===== config.mk =====
export PLATFORM = sky130hd
export DESIGN_NAME = sdram_port_client_flat
export DESIGN_NICKNAME = d
export VERILOG_FILES = /design/src/rtl/sdram_client_pkg.sv /design/src/rtl/sdram_port_if.sv /design/src/rtl/sdram_client_fifo.sv /design/src/rtl/sdram_port_client.sv /design/src/flat_wrapper.sv
export SDC_FILE = /design/constraint.sdc
export NUM_CORES = 1
export LEC_CHECK = 0
export ABC_CLOCK_PERIOD_IN_PS = 7300
export CAP_MARGIN = 20
export CORE_MARGIN = 1.5
export CORE_UTILIZATION = 57
export DETAILED_ROUTE_END_ITERATION = 10
export GPL_TIMING_DRIVEN = 0
export PLACE_DENSITY = 0.85
export SYNTH_ARGS = -nofsm -noshare
export SYNTH_HDL_FRONTEND = slang
export SYNTH_SLANG_ARGS = --single-unit
export TNS_END_PERCENT = 50

===== constraint.sdc =====
create_clock -name clk -period 7.3 [get_ports clk]
set_input_delay 1.46 -clock clk [delete_from_list [all_inputs] [get_ports clk]]
set_output_delay 1.46 -clock clk [all_outputs]
set_load 0.01 [all_outputs]

===== src/rtl/sdram_client_pkg.sv =====
// Shared types for the SDRAM port client: FSM states and the queued request word.
package sdram_client_pkg;

  localparam int REQ_ADDR_W = 25;
  localparam int REQ_DATA_W = 16;
  localparam int REQ_DQM_W  = 2;

  typedef enum logic [1:0] {
    IDLE,
    ISSUE,
    WAIT
  } state_t;

  typedef struct packed {
    logic                  we;
    logic [REQ_ADDR_W-1:0] addr;
    logic [REQ_DATA_W-1:0] data;
    logic [REQ_DQM_W-1:0]  byte_en;
  } req_t;

endpackage


===== src/rtl/sdram_port_if.sv =====
// One controller port: the client drives the command fields, the controller answers.
interface sdram_port_if #(
  parameter int ADDR_WIDTH   = 25,
  parameter int DATA_WIDTH   = 16,
  parameter int DQM_WIDTH    = 2,
  parameter int OUTPUT_WIDTH = 16
);
  logic [ADDR_WIDTH-1:0]   addr;
  logic [DATA_WIDTH-1:0]   data;
  logic [DQM_WIDTH-1:0]    byte_en;
  logic                    wr;
  logic                    rd;
  logic [OUTPUT_WIDTH-1:0] q;
  logic                    available;
  logic                    ready;

  modport client (output addr, data, byte_en, wr, rd, input q, available, ready);
  modport controller (input addr, data, byte_en, wr, rd, output q, available, ready);
endinterface


===== src/rtl/sdram_client_fifo.sv =====
// Request FIFO; pointers wrap naturally because DEPTH is a power of two.
module sdram_client_fifo
  import sdram_client_pkg::*;
#(
  parameter int DEPTH = 4,
  localparam int AW = $clog2(DEPTH),
  localparam int CW = $clog2(DEPTH + 1)
) (
  input  logic          clk,
  input  logic          reset_n,
  input  logic          push_i,
  input  req_t          wdata_i,
  input  logic          pop_i,
  output req_t          rdata_o,
  output logic          full_o,
  output logic          empty_o,
  output logic [CW-1:0] count_o
);

  req_t          mem_q [DEPTH];
  logic [AW-1:0] wr_ptr_q;
  logic [AW-1:0] rd_ptr_q;
  logic [CW-1:0] count_q;

  always_ff @(posedge clk) begin
    if (!reset_n) begin
      wr_ptr_q <= '0;
      rd_ptr_q <= '0;
      count_q  <= '0;
    end else begin
      if (push_i) wr_ptr_q <= wr_ptr_q + 1'b1;
      if (pop_i)  rd_ptr_q <= rd_ptr_q + 1'b1;
      case ({push_i, pop_i})
        2'b10:   count_q <= count_q + 1'b1;
        2'b01:   count_q <= count_q - 1'b1;
        default: count_q <= count_q;
      endcase
    end
  end

  always_ff @(posedge clk) begin
    if (push_i) mem_q[wr_ptr_q] <= wdata_i;
  end

  assign rdata_o = mem_q[rd_ptr_q];
  assign full_o  = (count_q == CW'(DEPTH));
  assign empty_o = (count_q == '0);
  assign count_o = count_q;

endmodule


===== src/rtl/sdram_port_client.sv =====
// Single-outstanding SDRAM port initiator with a request FIFO.
// Optional wait timeout is built when SDRAM_CLIENT_TIMEOUT_EN is defined.
module sdram_port_client
  import sdram_client_pkg::*;
#(
  parameter int ADDR_WIDTH     = REQ_ADDR_W,
  parameter int DATA_WIDTH     = REQ_DATA_W,
  parameter int DQM_WIDTH      = REQ_DQM_W,
  parameter int OUTPUT_WIDTH   = 16,
  parameter int FIFO_DEPTH     = 4,
  parameter int TIMEOUT_CYCLES = 1024
) (
  input  logic                    clk,
  input  logic                    reset_n,
  input  logic                    req_valid,
  output logic                    req_ready,
  input  logic                    req_we,
  input  logic [ADDR_WIDTH-1:0]   req_addr,
  input  logic [DATA_WIDTH-1:0]   req_data,
  input  logic [DQM_WIDTH-1:0]    req_byte_en,
  output logic                    rsp_valid,
  output logic                    rsp_we,
  output logic [OUTPUT_WIDTH-1:0] rsp_q,
  output logic                    rsp_error,
  output logic                    busy,
  sdram_port_if.client            port
);

  localparam int CW = $clog2(FIFO_DEPTH + 1);

  state_t                  state_q, state_d;
  req_t                    push_req, head;
  logic                    full, empty, push, pop;
  logic [CW-1:0]           fifo_count;
  logic                    rsp_fire, tmo_fire, tmo_hit;
  logic                    we_q;
  logic                    rsp_valid_q, rsp_we_q;
  logic [OUTPUT_WIDTH-1:0] rsp_data_q;

  assign push_req = '{we: req_we, addr: req_addr, data: req_data, byte_en: req_byte_en};
  assign push     = req_valid && !full;

  sdram_client_fifo #(.DEPTH(FIFO_DEPTH)) u_fifo (
    .clk     (clk),
    .reset_n (reset_n),
    .push_i  (push),
    .wdata_i (push_req),
    .pop_i   (pop),
    .rdata_o (head),
    .full_o  (full),
    .empty_o (empty),
    .count_o (fifo_count)
  );

`ifdef SDRAM_CLIENT_TIMEOUT_EN
  localparam int TW = $clog2(TIMEOUT_CYCLES + 1);
  logic [TW-1:0] tmo_cnt_q;
  logic          rsp_error_q;

  // Fires in the last allowed WAIT cycle, as the count is about to reach TIMEOUT_CYCLES.
  assign tmo_hit = (tmo_cnt_q == TW'(TIMEOUT_CYCLES - 1));

  always_ff @(posedge clk) begin
    if (!reset_n) begin
      tmo_cnt_q   <= '0;
      rsp_error_q <= 1'b0;
    end else begin
      if (state_q == ISSUE)     tmo_cnt_q <= '0;
      else if (state_q == WAIT) tmo_cnt_q <= tmo_cnt_q + 1'b1;
      if (rsp_fire || tmo_fire) rsp_error_q <= tmo_fire;
    end
  end

  assign rsp_error = rsp_error_q;
`else
  logic unused_timeout;
  assign unused_timeout = |TIMEOUT_CYCLES;
  assign tmo_hit        = 1'b0;
  assign rsp_error      = 1'b0;
`endif

  always_comb begin
    state_d  = state_q;
    pop      = 1'b0;
    rsp_fire = 1'b0;
    tmo_fire = 1'b0;
    case (state_q)
      IDLE: begin
        if (!empty && port.available) begin
          pop     = 1'b1;
          state_d = ISSUE;
        end
      end
      ISSUE: state_d = WAIT;
      WAIT: begin
        if (port.ready) begin
          rsp_fire = 1'b1;
          state_d  = IDLE;
        end else if (tmo_hit) begin
          tmo_fire = 1'b1;
          state_d  = IDLE;
        end
      end
      default: state_d = IDLE;
    endcase
  end

  always_ff @(posedge clk) begin
    if (!reset_n) begin
      state_q      <= IDLE;
      port.addr    <= '0;
      port.data    <= '0;
      port.byte_en <= '0;
      port.rd      <= 1'b0;
      port.wr      <= 1'b0;
      we_q         <= 1'b0;
      rsp_valid_q  <= 1'b0;
      rsp_we_q     <= 1'b0;
      rsp_data_q   <= '0;
    end else begin
      state_q <= state_d;
      port.rd <= pop && !head.we;
      port.wr <= pop && head.we;
      // Command fields stay latched through WAIT until the next pop.
      if (pop) begin
        port.addr    <= head.addr;
        port.data    <= head.data;
        port.byte_en <= head.byte_en;
        we_q         <= head.we;
      end
      rsp_valid_q <= rsp_fire || tmo_fire;
      if (rsp_fire) begin
        rsp_we_q   <= we_q;
        rsp_data_q <= we_q ? '0 : port.q;
      end else if (tmo_fire) begin
        rsp_we_q   <= we_q;
        rsp_data_q <= '0;
      end
    end
  end

  assign req_ready = !full;
  assign busy      = (fifo_count != '0) || (state_q != IDLE);
  assign rsp_valid = rsp_valid_q;
  assign rsp_we    = rsp_we_q;
  assign rsp_q     = rsp_data_q;

endmodule


===== src/flat_wrapper.sv =====
// flat-port wrapper written by rule: the top's interface ports become plain ports
module sdram_port_client_flat import sdram_client_pkg::*;
#(
  parameter int ADDR_WIDTH     = REQ_ADDR_W,
  parameter int DATA_WIDTH     = REQ_DATA_W,
  parameter int DQM_WIDTH      = REQ_DQM_W,
  parameter int OUTPUT_WIDTH   = 16,
  parameter int FIFO_DEPTH     = 4,
  parameter int TIMEOUT_CYCLES = 1024
)
  (clk, reset_n, req_valid, req_ready, req_we, req_addr, req_data, req_byte_en, rsp_valid, rsp_we, rsp_q, rsp_error, busy, port_addr, port_data, port_byte_en, port_wr, port_rd, port_q, port_available, port_ready);
  sdram_port_if #(.ADDR_WIDTH(ADDR_WIDTH), .DATA_WIDTH(DATA_WIDTH), .DQM_WIDTH(DQM_WIDTH), .OUTPUT_WIDTH(OUTPUT_WIDTH)) port_i ();
  input  logic clk;
  input  logic reset_n;
  input  logic req_valid;
  output logic req_ready;
  input  logic req_we;
  input  logic [ADDR_WIDTH-1:0] req_addr;
  input  logic [DATA_WIDTH-1:0] req_data;
  input  logic [DQM_WIDTH-1:0] req_byte_en;
  output logic rsp_valid;
  output logic rsp_we;
  output logic [OUTPUT_WIDTH-1:0] rsp_q;
  output logic rsp_error;
  output logic busy;
  output wire logic [$bits(port_i.addr)-1:0] port_addr;
  output wire logic [$bits(port_i.data)-1:0] port_data;
  output wire logic [$bits(port_i.byte_en)-1:0] port_byte_en;
  output wire logic [$bits(port_i.wr)-1:0] port_wr;
  output wire logic [$bits(port_i.rd)-1:0] port_rd;
  input wire logic [$bits(port_i.q)-1:0] port_q;
  input wire logic [$bits(port_i.available)-1:0] port_available;
  input wire logic [$bits(port_i.ready)-1:0] port_ready;
  assign port_addr = port_i.addr;
  assign port_data = port_i.data;
  assign port_byte_en = port_i.byte_en;
  assign port_wr = port_i.wr;
  assign port_rd = port_i.rd;
  assign port_i.q = port_q;
  assign port_i.available = port_available;
  assign port_i.ready = port_ready;
  sdram_port_client #(.ADDR_WIDTH(ADDR_WIDTH), .DATA_WIDTH(DATA_WIDTH), .DQM_WIDTH(DQM_WIDTH), .OUTPUT_WIDTH(OUTPUT_WIDTH), .FIFO_DEPTH(FIFO_DEPTH), .TIMEOUT_CYCLES(TIMEOUT_CYCLES)) u_core (.clk(clk), .reset_n(reset_n), .req_valid(req_valid), .req_ready(req_ready), .req_we(req_we), .req_addr(req_addr), .req_data(req_data), .req_byte_en(req_byte_en), .rsp_valid(rsp_valid), .rsp_we(rsp_we), .rsp_q(rsp_q), .rsp_error(rsp_error), .busy(busy), .port(port_i));
endmodule

After elaboration in Yosys (flattened, before gate mapping)

Memories as Yosys holds them, arrays and structs flattened. A register that Yosys moved wholly into a read port is not among the register bits.
Cells that the tools add are included.

Register bits: 73
Latch bits: 0
Bits in writable memories: 176
Memory bits (read-only): 0
Bits of input ports: 65
Output and inout bits: 66
Word-level logic and storage cells: 54
Memories kept: 1

Memory list:

| name                | depth | width | read ports | clocked after Yosys merged registers in | write ports | line                    | source |
|---|---|---|---|---|---|---|---|
| u_core.u_fifo.mem_q | 4     | 44    | 1          | 1                                       | 1           | sdram_client_fifo.sv:20 | `req_t mem_q [DEPTH];` |

Add/sub/neg operators: 4
Multipliers: 0
Divide/modulo/power cells: 0
$lt $le $gt $ge: 0
Equality and inequality tests: 7
Shift operators: 0
Muxes and demuxes: 15
Bitwise operators: 0
Reductions and logical operators: 14

Operators with widths:

| kind                                                                   | count |
|---|---|
| 16-bit two-way mux                                                     | 2 |
| 2-bit two-way mux                                                      | 4 |
| 1-bit two-way mux                                                      | 7 |
| 2-bit one-hot mux with 3 select lines                                  | 1 |
| 3-bit one-hot mux with 2 select lines                                  | 1 |
| 2-bit by 1-bit adder with 2-bit output (second input constant)         | 2 |
| 2-bit by 1-bit equality test with 1-bit output (second input constant) | 2 |
| 2-bit equality test (second input constant)                            | 2 |
| 1-bit logical AND                                                      | 4 |
| 2-bit nonzero test                                                     | 2 |
| 3-bit by 1-bit adder with 3-bit output (second input constant)         | 1 |
| 3-bit equality test (second input constant)                            | 1 |
| 1-bit logical NOT                                                      | 3 |
| 3-bit logical NOT                                                      | 1 |
| 3-bit nonzero test                                                     | 1 |
| 3-bit by 1-bit subtractor with 3-bit output (second input constant)    | 1 |
| 2-bit logical NOT                                                      | 1 |
| 2-bit by 1-bit != test with 1-bit output (second input constant)       | 1 |
| 2-bit != test (second input constant)                                  | 1 |
| 2-bit AND reduction                                                    | 1 |
| 1-bit logical OR                                                       | 1 |

Longest topological paths before layout

Depth after elaboration: 7
Mapped depth: 10
Depth with buffers taken out: 8

Modules after synthesis

A second synthesis with hierarchy kept.

Cell total of the unflattened synthesis: 564
Area total of the unflattened synthesis: 9574.2 µm²

By module, submodules not included:

| module            | times used | cells an instance | area each (µm²) | seq. area each (µm²) |
|---|---|---|---|---|
| sdram_client_fifo | 1          | 276               | 6857.8          | 5465.2 |
| sdram_port_client | 1          | 288               | 2716.4          | 1321.3 |

Worst setup path after synthesis

OpenSTA, ideal clock, no wires.

Path type: input port to flip-flop
Start point: input port port_available
End point: register u_core.u_fifo.count_q[2] (netlist: u_core.u_fifo.count_o[2])
Library setup time: 0.071 ns
Arrival: 3.632 ns
Required time: 7.229 ns
Setup slack: 3.598 ns
Stages on the path: 10
Buffers on the path: 2
Cell sequence: or3b_1 > buf_6 > nor2_2 > buf_2 > ha_1 > inv_1 > fa_1 > xor2_1 > or3_1 > a21oi_1

Longest elaborated chain between the ends: 5
Elaborated cells on any way between the ends: 7

RTL lines:

| element                                                                               | line                    | source |
|---|---|---|
| from (decl)                                                                           | flat_wrapper.sv:32      | `input wire logic [$bits(port_i.available)-1:0] port_available;` |
| 1-bit logical AND *                                                                   | sdram_port_client.sv:89 | `if (!empty && port.available) begin` |
| 1-bit two-way mux *                                                                   | sdram_port_client.sv:89 |  |
| 1-bit two-way mux *                                                                   | sdram_port_client.sv:87 | `case (state_q)` |
| named net u_core.pop                                                                  | sdram_port_client.sv:33 | `logic full, empty, push, pop;` |
| 2-bit by 1-bit equality test with 1-bit output or 2-bit equality test (tied branches) | sdram_client_fifo.sv:33 | `case ({push_i, pop_i})` |
| 3-bit one-hot mux with 2 select lines or 2-bit nonzero test (tied branches)           | --                      |  |
| to (signal assigned)                                                                  | sdram_client_fifo.sv:34 | `2'b10: count_q <= count_q + 1'b1;` |
| to (signal assigned)                                                                  | sdram_client_fifo.sv:35 | `2'b01: count_q <= count_q - 1'b1;` |
| to (signal assigned)                                                                  | sdram_client_fifo.sv:36 | `default: count_q <= count_q;` |
| to (decl)                                                                             | sdram_client_fifo.sv:23 | `logic [CW-1:0] count_q;` |

Mark *: on every way through the listed nets, which the timed path passes. The rest lies on a longest branch.
A chain may end at the register's enable or synchronous reset.

Worst setup path after layout

Same ends and word-level chain as after synthesis.

==> results.py <==
metrics = {
    "setup_path": {
        "worstSetupPathType": "in -> reg",
        "start_kind": "input port",
        "worstPathBufferInverterCount": 4,
        "slowest_delay_ps": 450,
        "crit_slowest_cell": "sky130_fd_sc_hd__clkdlybuf4s50_1",
        "cp_data_arrival_time_ps": 4530,
        "critical_path.top_delay_family": "buffers and inverters",
        "worstPathCellList": "clkdlybuf4s50_1, or3b_1, buf_6, nor2_2, buf_2, ha_1, inv_1, fa_1, xor2_1, or3_1, a21oi_1",
        "critical_path_capture_point_type": "flip-flop",
        "critical_path_data_required_time_ps": 7730,
        "crit_path_max_fanout": 10,
    },
    "floorplanning": {
        "die-area_um2": 16900,
        "initial_core_util_pct": 58.0,
        "std_cell_rows": 46,
        "die_height_um": 130,
        "ioPinCount": 131,
        "die-width_um": 130,
        "floorplan.core_area_um2": 15800,
    },
    "routing": {
        "drc": 0,
        "iteration_0_drc_count_of_the_detailed_router": 319,
        "total_wire_length_mm": 18.3,
        "first_pass_iters": 5,
        "detailroute.via_count": 5107,
        "viasPerCell": 5.56,
        "detail_route.wl_per_cell_um": 19.9,
        "ant_nets": 0,
    },
    "yosys": {
        "post_synth_num_cell_types": 35,
        "netlist_instances": 525,
        "synth_seq_cells": 251,
        "yosysWarningCount": 0,
        "post_synthesis_sequential_area_ratio_pct": 73.9,
        "avg_synthesized_cell_area_um2": 17.5,
        "synth_nets": 596,
        "cell_area_after_synthesis_um2": 9180,
    },
    "grt": {
        "globalRouteTotalUtil_pct": 22.1,
        "antenna_found_initial": 0,
        "global_route.overflow_total": 0,
        "vias_in_the_first_global_route": 5305,
        "global_route_wire_length_before_repair_mm": 27.6,
        "grt_start_max_net_pins": 30,
    },
    "cts": {
        "cts_tree": "yes",
        "clock_latency_ps": 510,
        "cts_resized": 0,
        "clock-root-buffer": "sky130_fd_sc_hd__clkbuf_16",
        "post_cts_hold_buffer_count": 0,
        "tritoncts_buffer_count": 25,
        "clockBufferDepth": 3,
        "clkSlewWorstSetupHoldPaths_ps": 60,
        "cts_num_sinks": 251,
        "cts_htree_levels": 1,
        "postCtsSetupBuffers": 0,
    },
    "pwr": {
        "worst_ir_drop_vdd_v": 0.000248,
        "p_per_area_nw_per_um2": 328,
        "leakage_nw": 3.75,
    },
    "sta": {
        "timing.final.crit_period_ps": 4100,
        "max_freq_ghz": 0.244,
        "relative_slew_slack_pct": 55.1,
        "worst_slew_pin_slew_ps": 674,
        "worst_slack_setup_final_ps": 3200,
        "clock_skew_ps": 12.0,
        "post-route-period-util_pct": 56.2,
        "setup_viol_count_final": 0,
        "final_max_slew_viol_count": 0,
        "setup_repair_after_global_routing_missed_its_margin": "no",
        "sum_of_negative_setup_slack_ps": 0,
        "timing.final.hold_violations": 0,
        "worst_hold_slack_ps": 457,
    },
    "status": {
        "status": "finished, final reports clean",
    },
    "cells_and_area": {
        "post_route_cells_drive_above_1_share_pct": 15.4,
        "area_growth_pct": 26.1,
        "final_util_pct": 73.1,
        "antenna_cells_inserted": 0,
        "design.final.nets": 754,
    },
    "placed_design": {
        "final_weighted_congestion_of_routability_driven_global_placement": 0.730,
        "port_buf_inserts": 127,
        "dpl.hpwl_mm": 11.6,
        "placement.setup.worst_slack_ps": 2780,
    },
    "flow_run": {
        "max_cap_violations": 0,
    },
    "min_path": {
        "hold_class": "reg -> reg",
    },
}
## tightest hold or removal path, cell delays in order (launching register included)
cell	delay, ps
sky130_fd_sc_hd__dfxtp_1	300
sky130_fd_sc_hd__nand2_1	50
sky130_fd_sc_hd__a21oi_1	50
## cell families (layout without fill, tap and decap cells)
logic type / Yosys count / count (layout) / synth area share [%]
buf+inv: 42 / 219 / 2.29
compound gates: 74 / 74 / 6.12
fa+ha+maj: 6 / 6 / 0.900
simple gates: 105 / 105 / 5.73
mux: 44 / 44 / 10.8
xor+xnor: 2 / 2 / 0.191
other cells: 1 / 1 / 0.0409
flops: 251 / 251 / 73.9
## synthesized netlist by cell type
cell type                   number  area [um^2]
sky130_fd_sc_hd__o2bb2ai_2       3         45.0
sky130_fd_sc_hd__nor3_4          1         16.3
sky130_fd_sc_hd__nand3b_1       17          128
sky130_fd_sc_hd__inv_1           8         30.0
sky130_fd_sc_hd__nor2_1          6         22.5
sky130_fd_sc_hd__mux4_2         44          991
sky130_fd_sc_hd__nor2_2          1         6.26
sky130_fd_sc_hd__or3b_1          1         8.76
sky130_fd_sc_hd__buf_2           9         45.0
sky130_fd_sc_hd__xor2_1          2         17.5
sky130_fd_sc_hd__clkbuf_1       17         63.8
sky130_fd_sc_hd__conb_1          1         3.75
sky130_fd_sc_hd__nor3b_1         1         7.51
sky130_fd_sc_hd__edfxtp_1      176         5290
sky130_fd_sc_hd__or3_1           2         12.5
sky130_fd_sc_hd__a21oi_1        25          125
sky130_fd_sc_hd__o21ai_0         2         10.0
sky130_fd_sc_hd__buf_4           1         7.51
sky130_fd_sc_hd__nor4_1          1         6.26
sky130_fd_sc_hd__nand2_1        64          240
sky130_fd_sc_hd__and2_1          1         6.26
sky130_fd_sc_hd__or3b_2          1         8.76
sky130_fd_sc_hd__nand3_1         2         10.0
sky130_fd_sc_hd__nor3_2          1         10.0
sky130_fd_sc_hd__ha_1            5         62.6
sky130_fd_sc_hd__a21o_1          2         15.0
sky130_fd_sc_hd__o31ai_1         1         7.51
sky130_fd_sc_hd__and3_1          4         25.0
sky130_fd_sc_hd__dfxtp_1        75         1500
sky130_fd_sc_hd__buf_1           2         7.51
sky130_fd_sc_hd__or4_1           1         7.51
sky130_fd_sc_hd__and3b_2         1         10.0
sky130_fd_sc_hd__o2bb2ai_1      41          359
sky130_fd_sc_hd__fa_1            1         20.0
sky130_fd_sc_hd__buf_6           5         56.3
## per-layer routing
layer | track usage, % | vias up | part of all wire [%]
li1 | - | 2359 | -
met1 | 27.4 | 2535 | 39
met2 | 39.3 | 173 | 52
met3 | 4.47 | 40 | 6.3
met4 | 6.86 | 0 | 2.7
met5 | 0 | - | 0
## sequential cells by signal (all words and copies together) (netlist names), 2 cells and up, named ones only
signal / count
u_core.port.data: 16
u_core.u_fifo.wr_ptr_q: 2
u_core.port.byte_en: 2
u_core.state_q: 2
u_core.rsp_q: 16
u_core.u_fifo.mem_q: 176
u_core.u_fifo.rd_ptr_q: 2
u_core.port.addr: 25
u_core.u_fifo.count_o: 3
## per-stage QoR
step / instance area (um^2) / std cells / power, W
after floorplan: 9180 / 525 / 0.00229
after global placement: 10700 / 868 / 0.00260
after detailed placement: 10800 / 872 / 0.00265
after CTS: 11600 / 918 / 0.00384
after global routing: 11600 / 918 / 0.00395
final: 11600 / 918 / 0.00380
## layout make-up
class,instances,area [um^2]
Fill cell,940,4250
Clock inverter,2,13.8
Sequential cell,251,6790
Clock buffer,44,757
Buffer,34,180
Timing Repair Buffer,131,1350
Tap cell,216,270
Multi-Input combinational cell,232,2190
Inverter,8,30.0
## worst paths after layout
kind / from / endpoint / slack [ps] / depth (start not counted)
max: port_available / u_core.u_fifo.count_o[2] / 3200 / 11
min: u_core.rsp_q[4] / u_core.rsp_q[4] / 460 / 2
max reg2reg: u_core.state_q[0] / u_core.u_fifo.count_o[2] / 4220 / 10
min reg2reg: u_core.rsp_q[4] / u_core.rsp_q[4] / 460 / 2
## power by group
group / switching (W) / total [W] / internal (W)
clock network: 0.000483 / 0.00118 / 0.000698
logic: 0.000412 / 0.000839 / 0.000427
registers: 0.0000781 / 0.00178 / 0.00170
total: 0.000973 / 0.00380 / 0.00282
## cells in the final DEF, fill, tap and decap left out, types with 2 or more instances in the layout
cell type,instances
sky130_fd_sc_hd__nand2_1,64
sky130_fd_sc_hd__mux4_2,44
sky130_fd_sc_hd__o21ai_0,2
sky130_fd_sc_hd__nand3b_1,17
sky130_fd_sc_hd__xor2_1,2
sky130_fd_sc_hd__a21oi_1,25
sky130_fd_sc_hd__buf_12,4
sky130_fd_sc_hd__clkbuf_16,25
sky130_fd_sc_hd__nor2_1,6
sky130_fd_sc_hd__buf_1,2
sky130_fd_sc_hd__ha_1,5
sky130_fd_sc_hd__edfxtp_1,176
sky130_fd_sc_hd__or3_1,2
sky130_fd_sc_hd__and3_2,4
sky130_fd_sc_hd__buf_6,5
sky130_fd_sc_hd__dfxtp_1,75
sky130_fd_sc_hd__clkbuf_1,30
sky130_fd_sc_hd__nand3_1,2
sky130_fd_sc_hd__o2bb2ai_2,3
sky130_fd_sc_hd__inv_1,8
sky130_fd_sc_hd__clkdlybuf4s50_1,127
sky130_fd_sc_hd__clkbuf_8,6
sky130_fd_sc_hd__o2bb2ai_1,41
sky130_fd_sc_hd__buf_2,9
sky130_fd_sc_hd__a21o_1,2
Power figures use the tool's default switching activity.
